File: src/rtl/hcsr04_pkg.sv
// Shared types and default constants for the HC-SR04 ranging front end.
//   ranger_state_t : ranger FSM state encoding
//   DEF_*          : default timing/width parameters for a 40 MHz clock
package hcsr04_pkg;

  typedef enum logic [2:0] {
    IDLE,
    TRIG,
    WAIT_RISE,
    MEASURE,
    HOLDOFF
  } ranger_state_t;

  localparam int unsigned DEF_US_DIV    = 40;
  localparam int unsigned DEF_TRIG_US   = 20;
  localparam int unsigned DEF_PERIOD_US = 60000;
  localparam int unsigned DEF_MAX_US    = 3552;
  localparam int unsigned DEF_W         = 12;

endpackage

File: src/rtl/us_tick_gen.sv
// Microsecond tick prescaler.
//   clk   : system clock
//   reset : asynchronous, active-high
//   run   : count while high; counter is held at 0 otherwise
//   tick  : one-clk pulse every US_DIV clocks while running
module us_tick_gen #(
  parameter int unsigned US_DIV = 40
) (
  input  logic clk,
  input  logic reset,
  input  logic run,
  output logic tick
);

  localparam int unsigned CW = (US_DIV > 1) ? $clog2(US_DIV) : 1;
  localparam logic [CW-1:0] LAST = CW'(US_DIV - 1);

  logic [CW-1:0] cnt;

  always_ff @(posedge clk or posedge reset) begin
    if (reset)              cnt <= '0;
    else if (!run)          cnt <= '0;
    else if (cnt == LAST)   cnt <= '0;
    else                    cnt <= cnt + CW'(1);
  end

  assign tick = run && (cnt == LAST);

endmodule

File: src/rtl/hcsr04_ranger.sv
// HC-SR04 ranging stage: periodic trigger, echo width timing in microseconds,
// one saturated distance sample per measurement period.
//   clk        : system clock
//   reset      : asynchronous, active-high
//   enable     : run periodic measurements
//   echo       : sensor echo pin (asynchronous)
//   trig       : sensor trigger pin
//   dist_us    : last published echo width in us, saturated at MAX_US
//   dist_valid : one-clk strobe when dist_us/no_echo/overrange update
//   no_echo    : last sample saw no echo rise within the period
//   overrange  : last sample saturated or echo still high at period end
//   busy       : FSM not idle
module hcsr04_ranger
  import hcsr04_pkg::*;
#(
  parameter int unsigned US_DIV    = DEF_US_DIV,
  parameter int unsigned TRIG_US   = DEF_TRIG_US,
  parameter int unsigned PERIOD_US = DEF_PERIOD_US,
  parameter int unsigned MAX_US    = DEF_MAX_US,
  parameter int unsigned W         = DEF_W
) (
  input  logic         clk,
  input  logic         reset,
  input  logic         enable,
  input  logic         echo,
  output logic         trig,
  output logic [W-1:0] dist_us,
  output logic         dist_valid,
  output logic         no_echo,
  output logic         overrange,
  output logic         busy
);

  localparam logic [W-1:0] MAX_CNT    = W'(MAX_US);
  localparam logic [15:0]  PERIOD_END = 16'(PERIOD_US - 1);
  localparam logic [15:0]  TRIG_END   = 16'(TRIG_US - 1);

  ranger_state_t state;
  logic          echo_s1, echo_s2, echo_s3;
  logic          echo_rise, echo_fall;
  logic          run, tick, period_end, trig_done;
  logic [15:0]   period_cnt;
  logic [W-1:0]  echo_cnt;

  // Two-flop synchronizer plus a third copy for edge detection.
  always_ff @(posedge clk or posedge reset) begin
    if (reset) begin
      echo_s1 <= 1'b0;
      echo_s2 <= 1'b0;
      echo_s3 <= 1'b0;
    end else begin
      echo_s1 <= echo;
      echo_s2 <= echo_s1;
      echo_s3 <= echo_s2;
    end
  end

  assign echo_rise = echo_s2 & ~echo_s3;
  assign echo_fall = ~echo_s2 & echo_s3;

  assign run = enable || (state != IDLE);

  us_tick_gen #(.US_DIV(US_DIV)) u_tick (
    .clk   (clk),
    .reset (reset),
    .run   (run),
    .tick  (tick)
  );

  assign period_end = tick && (period_cnt == PERIOD_END);
  assign trig_done  = tick && (period_cnt == TRIG_END);

  always_ff @(posedge clk or posedge reset) begin
    if (reset) begin
      state      <= IDLE;
      trig       <= 1'b0;
      dist_us    <= '0;
      dist_valid <= 1'b0;
      no_echo    <= 1'b0;
      overrange  <= 1'b0;
      busy       <= 1'b0;
      period_cnt <= '0;
      echo_cnt   <= '0;
    end else begin
      dist_valid <= 1'b0;
      if (tick) period_cnt <= period_cnt + 16'd1;

      unique case (state)
        IDLE: begin
          if (enable && tick) begin
            state      <= TRIG;
            trig       <= 1'b1;
            busy       <= 1'b1;
            period_cnt <= '0;
          end
        end
        TRIG: begin
          if (trig_done) begin
            state <= WAIT_RISE;
            trig  <= 1'b0;
          end
        end
        WAIT_RISE: begin
          if (period_end) begin
            dist_us    <= MAX_CNT;
            no_echo    <= 1'b1;
            overrange  <= 1'b0;
            dist_valid <= 1'b1;
          end else if (echo_rise) begin
            echo_cnt <= '0;
            state    <= MEASURE;
          end
        end
        MEASURE: begin
          // A fall on the period-end tick publishes the measured count.
          if (echo_fall) begin
            dist_us    <= echo_cnt;
            no_echo    <= 1'b0;
            overrange  <= (echo_cnt == MAX_CNT);
            dist_valid <= 1'b1;
            state      <= HOLDOFF;
          end else if (period_end) begin
            dist_us    <= MAX_CNT;
            no_echo    <= 1'b0;
            overrange  <= 1'b1;
            dist_valid <= 1'b1;
          end else if (tick && echo_s2 && (echo_cnt != MAX_CNT)) begin
            echo_cnt <= echo_cnt + W'(1);
          end
        end
        HOLDOFF: ;
        default: state <= IDLE;
      endcase

      // Period-end transition is shared by WAIT_RISE, MEASURE and HOLDOFF and
      // overrides any state change made above in the same cycle.
      if (period_end && (state != IDLE) && (state != TRIG)) begin
        if (enable) begin
          state      <= TRIG;
          trig       <= 1'b1;
          period_cnt <= '0;
        end else begin
          state <= IDLE;
          busy  <= 1'b0;
        end
      end
    end
  end

endmodule

File: config.mk
export PLATFORM = sky130hd
export DESIGN_NAME = hcsr04_ranger
export DESIGN_NICKNAME = d
export VERILOG_FILES = /design/src/rtl/hcsr04_pkg.sv /design/src/rtl/us_tick_gen.sv /design/src/rtl/hcsr04_ranger.sv
export SDC_FILE = /design/constraint.sdc
export NUM_CORES = 1
export LEC_CHECK = 0
export ABC_AREA = 1
export CAP_MARGIN = 20
export CORE_UTILIZATION = 42
export CTS_CLUSTER_SIZE = 20
export DETAILED_ROUTE_END_ITERATION = 7
export PLACE_DENSITY = 0.6
export SLEW_MARGIN = 10
export SYNTH_ARGS = -nofsm -noshare
export SYNTH_HDL_FRONTEND = slang
export SYNTH_HIERARCHICAL = 1
export SYNTH_SLANG_ARGS = --single-unit
File: constraint.sdc
create_clock -name clk -period 2 [get_ports clk]
set_clock_uncertainty 0.2 [all_clocks]
set_input_delay 0.4 -clock clk [delete_from_list [all_inputs] [get_ports clk]]
set_output_delay 0.4 -clock clk [all_outputs]
set_load 0.01 [all_outputs]
==> Word level (Yosys, flattened, before mapping) <==
Index checks and enable logic that the tools add are counted.
{ "word_totals": {"ff_bits": 57, "in_bits": 4, "out_inout_bits": 17, "elab_cells": 100} }
{ "classes": {"addsub": 3, "n_eq_ne": 23, "mux": 42, "n_bitwise": 4, "n_reduce_logical": 15} }
{ "op_table": {"columns": ["operator", "n"], "rows": [
  ["$mux W12", 7],
  ["$mux W16", 5],
  ["$pmux W12 S2", 2],
  ["$mux W3", 6],
  ["$ne A3 B3 Y1 const B", 6],
  ["$add A16 B1 Y16 const B", 1],
  ["$eq A16 B16 Y1 const B", 1],
  ["$eq A16 B5 Y1 const B", 1],
  ["$mux W1", 15],
  ["$pmux W3 S5", 1],
  ["$ne A2 B2 Y1 const B", 7],
  ["$add A12 B1 Y12 const B", 1],
  ["$eq A12 B12 Y1 const B", 1],
  ["$mux W6", 2],
  ["$ne A12 B12 Y1 const B", 1],
  ["$reduce_and A6 Y1", 2],
  ["$logic_and A1 B1 Y1", 8],
  ["$pmux W1 S2", 4],
  ["$add A6 B1 Y6 const B", 1],
  ["$eq A3 B2 Y1 const B", 2],
  ["$eq A6 B6 Y1 const B", 1],
  ["$eq A3 B1 Y1 const B", 1],
  ["$eq A3 B3 Y1 const B", 1],
  ["$logic_not A3 Y1", 1],
  ["7 further kinds", 9]
]} }

==> Depth between registers and ports, before layout <==
{ "logic_depth": {"word_depth": 9, "ltp_mapped": 17, "mapped_depth_nobuf": 16} }

==> Modules after synthesis <==
Netlist, hierarchy kept.
{ "modules_own_cells": {"columns": ["module", "instances", "cells_per_inst", "area_each_um2", "seq_area_each_um2"], "rows": [
  ["hcsr04_ranger", 1, 386, 2906.5, 1276.2],
  ["us_tick_gen", 1, 35, 300.3, 150.1]
]} }

==> Worst setup path after synthesis <==
OpenSTA, ideal clock, no wires.
{ "synth_timing": {"kind": "register -> register", "from": "reg state[0]", "to": "reg period_cnt[15]", "setup_ps": 86, "t_arrival_ps": 1954, "required_time_ps": 1714, "slack_ps": -240, "path_stages_with_launch": 17, "n_path_buf": 2, "synth_period_minus_slack_ps": 2240, "path_cell_list": "dfrtp_1 > nor2_1 > nand2_1 > or2_2 > inv_1 > nor2_1 > buf_4 > nand2_1 > inv_1 > nand2_2 > nor2_4 > nand3_1 > nor2_1 > nand2_1 > nand2_2 > buf_4 > nor3_1"} }
{ "synth_via": {"elab_chain_len": 8, "word_cells_on_any_way": 14, "cone_classes": "eq/ne: 1; mux: 5; reduce/logical: 8"} }
{ "synth_rtl": {"columns": ["element", "line_no", "text"], "rows": [
  ["start: declaration", "hcsr04_ranger.sv:38", "ranger_state_t state;"],
  ["start signal: assignment", "hcsr04_ranger.sv:75", "state <= IDLE;"],
  ["start signal: assignment", "hcsr04_ranger.sv:91", "state <= TRIG;"],
  ["start signal: assignment", "hcsr04_ranger.sv:99", "state <= WAIT_RISE;"],
  ["$reduce_bool A3 Y1 *", "hcsr04_ranger.sv:61", "assign run = enable || (state != IDLE);"],
  ["$logic_or A1 B1 Y1 *", "hcsr04_ranger.sv:61", null],
  ["named net run", "hcsr04_ranger.sv:41", "logic run, tick, period_end, trig_done;"],
  ["$logic_and A1 B1 Y1 *", "us_tick_gen.sv:27", "assign tick = run && (cnt == LAST);"],
  ["named net tick", "hcsr04_ranger.sv:41", null],
  ["$mux W16 or $logic_and A1 B1 Y1 (tied branches)", "hcsr04_ranger.sv:86, hcsr04_ranger.sv:90", null],
  ["$mux W16", "hcsr04_ranger.sv:90", "if (enable && tick) begin"],
  ["$mux W16", "hcsr04_ranger.sv:88", "unique case (state)"],
  ["$mux W16", "hcsr04_ranger.sv:138", "if (enable) begin"],
  ["$mux W16 *", "hcsr04_ranger.sv:137", "if (period_end && (state != IDLE) && (state != TRIG)) begin"],
  ["end signal: assignment", "hcsr04_ranger.sv:86", "if (tick) period_cnt <= period_cnt + 16'd1;"],
  ["end: declaration", "hcsr04_ranger.sv:42", "logic [15:0] period_cnt;"]
]} }
Mark *: on every way through the listed nets, which the timed path passes. The rest lies on a longest branch.
A chain may end at the register's enable or synchronous reset.

==> Worst setup path in the final report <==
{ "layout_timing": {"from": "reg u_tick.cnt[0]", "to": "reg u_tick.cnt[3]"} }
{ "layout_via": {"elab_chain_len": 3, "word_cells_on_any_way": 4, "cone_classes": "add/sub: 1; eq/ne: 1; mux: 2"} }
{ "layout_rtl": {"columns": ["element", "line_no", "text"], "rows": [
  ["start: declaration", "us_tick_gen.sv:18", "logic [CW-1:0] cnt;"],
  ["start signal: assignment", "us_tick_gen.sv:24", "else cnt <= cnt + CW'(1);"],
  ["$add A6 B1 Y6 or $eq A6 B6 Y1 (tied branches)", "us_tick_gen.sv:24, us_tick_gen.sv:23", null],
  ["$mux W6 *", "us_tick_gen.sv:23", "else if (cnt == LAST) cnt <= '0;"],
  ["$mux W6 *", "us_tick_gen.sv:22", "else if (!run) cnt <= '0;"]
]} }
Every way passes the cells marked *; elsewhere a longest branch is shown, timed or not.

==> results_dict.tcl <==
set metrics [dict create \
    status "finished with violations" \
    violations "negative setup slack" \
    ant_nets 0 \
    finalCritPeriodShare_pct 114 \
    ys_top_cells_by_area "dfrtp_1, nand2_1, nor2_1, inv_1, nand3_1" \
    cp.arrival_ns 2.29 \
    fin_area_um2 4370 \
    slew_headroom_pct 73.1 \
    power_density_nw_per_um2 594 \
    clock-sinks 57 \
    clk_path_buf_depth 2 \
    routed_via_density 4.80 \
    rows 31 \
    path_max_fanout 3 \
    holdWs_ns 0.146 \
    finalWirelength_um 7670 \
    critPathCaptureType "flip-flop" \
    yosys.area.top_type "dfrtp_1" \
    first_pass_iters 5 \
    syn_avg_cell_area_um2 7.62 \
    path_clk_slew_ns 0.06 \
    worstMarginPinSlew_ns 0.402 \
    area_delta_synth_final_pct 36.2 \
    h-tree-depth 3 \
    postPlaceCellArea_um2 3850 \
    grt_pass1_vias 2751 \
    vias 2928 \
    grt_pass1_wl_um 12600 \
    fp.dieW_um 89.4 \
    p_leak_nw 2.20 \
    synth_edf_count 0 \
    fin_nets 514 \
    die_y_um 89.4 \
    syn_nets 429 \
    final_hold_viol_count 0 \
    ioPinCount 21 \
    rsz0062_at_grt "yes" \
    syn_inst 421 \
    start_util_pct 43.7 \
    place_ws_ns -0.455 \
    gp_congestion 0.897 \
    cts_made_buffers 9 \
    dp_hpwl_um 5500 \
    drv_slew 0 \
    tns_ns -6.91 \
    core_um2 7330 \
    ctsHoldBuffers 0 \
    grt-ovfl-total 0 \
    clkLatencyLatePin_ns 0.33 \
    postLayoutSetupSlackWorst_ns -0.275 \
    die_area_um2 7990 \
    finalCriticalPeriod_ns 2.28 \
    fin_cells 610 \
    drtIter0Drc 167 \
    drc 0 \
    path_class "flip-flop to flip-flop" \
    yosys_register_bits 57 \
    cts-root-buf "clkbuf_8" \
    timing.fmax_ghz 0.440 \
    syn_area_um2 3210 \
    antenna_cells 0 \
    async_reset_ff_share_pct 100 \
    drive_above_1_share_pct 29.5 \
    required_ns 2.02 \
    ys_dominant_reg_cell "dfrtp_1" \
    grt_util_all_layers_pct 20.9 \
    cts_tree "yes" \
    ys_warn_count 6 \
    grt_start_max_net_pins 22 \
    power.total_mw 2.60 \
    synth-seq-area-share_pct 44.5 \
    synthDistinctLibCells 35 \
    synth_top_area_share_pct 44.5 \
    cap_violations 0 \
    worstSetupStartpointType "flip-flop" \
    antenna_found_initial 0 \
    finalSetupViolations 49 \
    ir_drop_mv 0.442 \
    final_util_pct 59.6 \
    hp-class "input pin to async pin" \
    dp_cells 576 \
    portBuffers 20 \
    post_drt_wl_per_cell_um 12.6 \
]
-- critical path, cell delays in order, from the launching register on --
cell	delay (ns)
dfrtp_1	0.36
ha_2	0.19
nand2_2	0.06
inv_2	0.07
nand3_2	0.07
buf_4	0.14
buf_4	0.12
buf_4	0.12
buf_4	0.12
buf_4	0.12
buf_4	0.12
buf_4	0.12
buf_4	0.12
buf_4	0.13
nand2_4	0.07
nor2_2	0.04
-- path summary, 6_finish.rpt --
| check | depth (start not counted) | start | end | slack, ns |
|---|---|---|---|---|
| setup / recovery | 15 | u_tick/cnt[0]$_DFF_PP0_ | u_tick/cnt[3]$_DFF_PP0_ | -0.28 |
| hold / removal | 2 | reset | u_tick/cnt[0]$_DFF_PP0_ | 0.15 |
| setup reg to reg | 15 | u_tick/cnt[0]$_DFF_PP0_ | u_tick/cnt[3]$_DFF_PP0_ | -0.28 |
| hold reg to reg | 0 | echo_s1$_DFF_PP0_ | echo_s2$_DFF_PP0_ | 0.15 |
| max in group asynchronous | 3 | reset | period_cnt[8]$_DFF_PP0_ | 0.94 |
| min in group clk | 0 | echo_s1$_DFF_PP0_ | echo_s2$_DFF_PP0_ | 0.15 |
-- sequential cells by signal, indices dropped and copies added, names as in the netlist, 3 cells and up --
signal,flops
u_tick/cnt,6
echo_cnt,12
state,3
dist_us,12
period_cnt,16
-- layer usage --
metal  routed length (µm)  track usage, %  vias up
met1                 3680            28.0     1368
met3                  301            4.62       13
li1                     -               -     1490
met5                    0               0        -
met4                  119            7.65        0
met2                 3570            33.3       57
-- report_power, final --
group / internal (mW) / total [mW] / switching [mW]
Sequential: 1.17 / 1.19 / 0.0166
Combinational: 0.0631 / 0.133 / 0.0701
Clock: 0.804 / 1.27 / 0.470
Total: 2.04 / 2.60 / 0.556
-- kinds of logic after synthesis --
| group | after synthesis | synth area share [%] |
|---|---|---|
| simple gates | 253 | 36.1 |
| flops | 57 | 44.5 |
| buf+inv | 65 | 8.86 |
| xor+xnor | 14 | 3.82 |
| fa+ha+maj | 4 | 1.56 |
| compound gates | 28 | 5.15 |
-- cells in the mapped netlist (2+ instances only) --
library cell and number:
inv_1 51, inv_2 5, nand3b_1 2, a21oi_1 5, nor3_1 10, buf_2 2
o22ai_1 7, o21ai_2 2, o21ai_0 11, buf_4 3, nand3_2 2, xnor2_1 2
nand4_1 8, nand2_2 15, dfrtp_1 57, nand3_1 30, nor3b_1 2, xor2_1 12
ha_1 4, nor2_4 2, nor2_2 7, nand2_1 103, nor2_1 65, nand2_4 2
nor3_2 2
-- cells in the final DEF (no fill, tap or decap), types with 8 or more instances in the layout --
cell,n
buf_4,54
clkbuf_8,12
clkdlybuf4s50_1,20
dfrtp_1,57
inv_1,44
inv_2,10
nand2_1,100
nand2_2,16
nand3_1,29
nand4_1,8
nor2_1,58
nor2_2,12
xor2_1,11
-- what timing repair did --
action | CTS | global route
endpoints found under the setup margin | 47 | 51
cloned | 0 | 0
endpoints found under the hold margin | 0 | 0
pin swaps | 5 | 4
gates resized for setup | 9 | 31
setup buffers | 14 | 4
-- final cells by class --
class	count	area, µm²
clock buffer	12	165
timing repair buffer	82	717
sequential	57	1430
multi-input combinational	299	1640
inverter	57	221
tap	99	124
clock inverter	4	73.8
fill	646	2960
(Power assumes the default switching activity.)
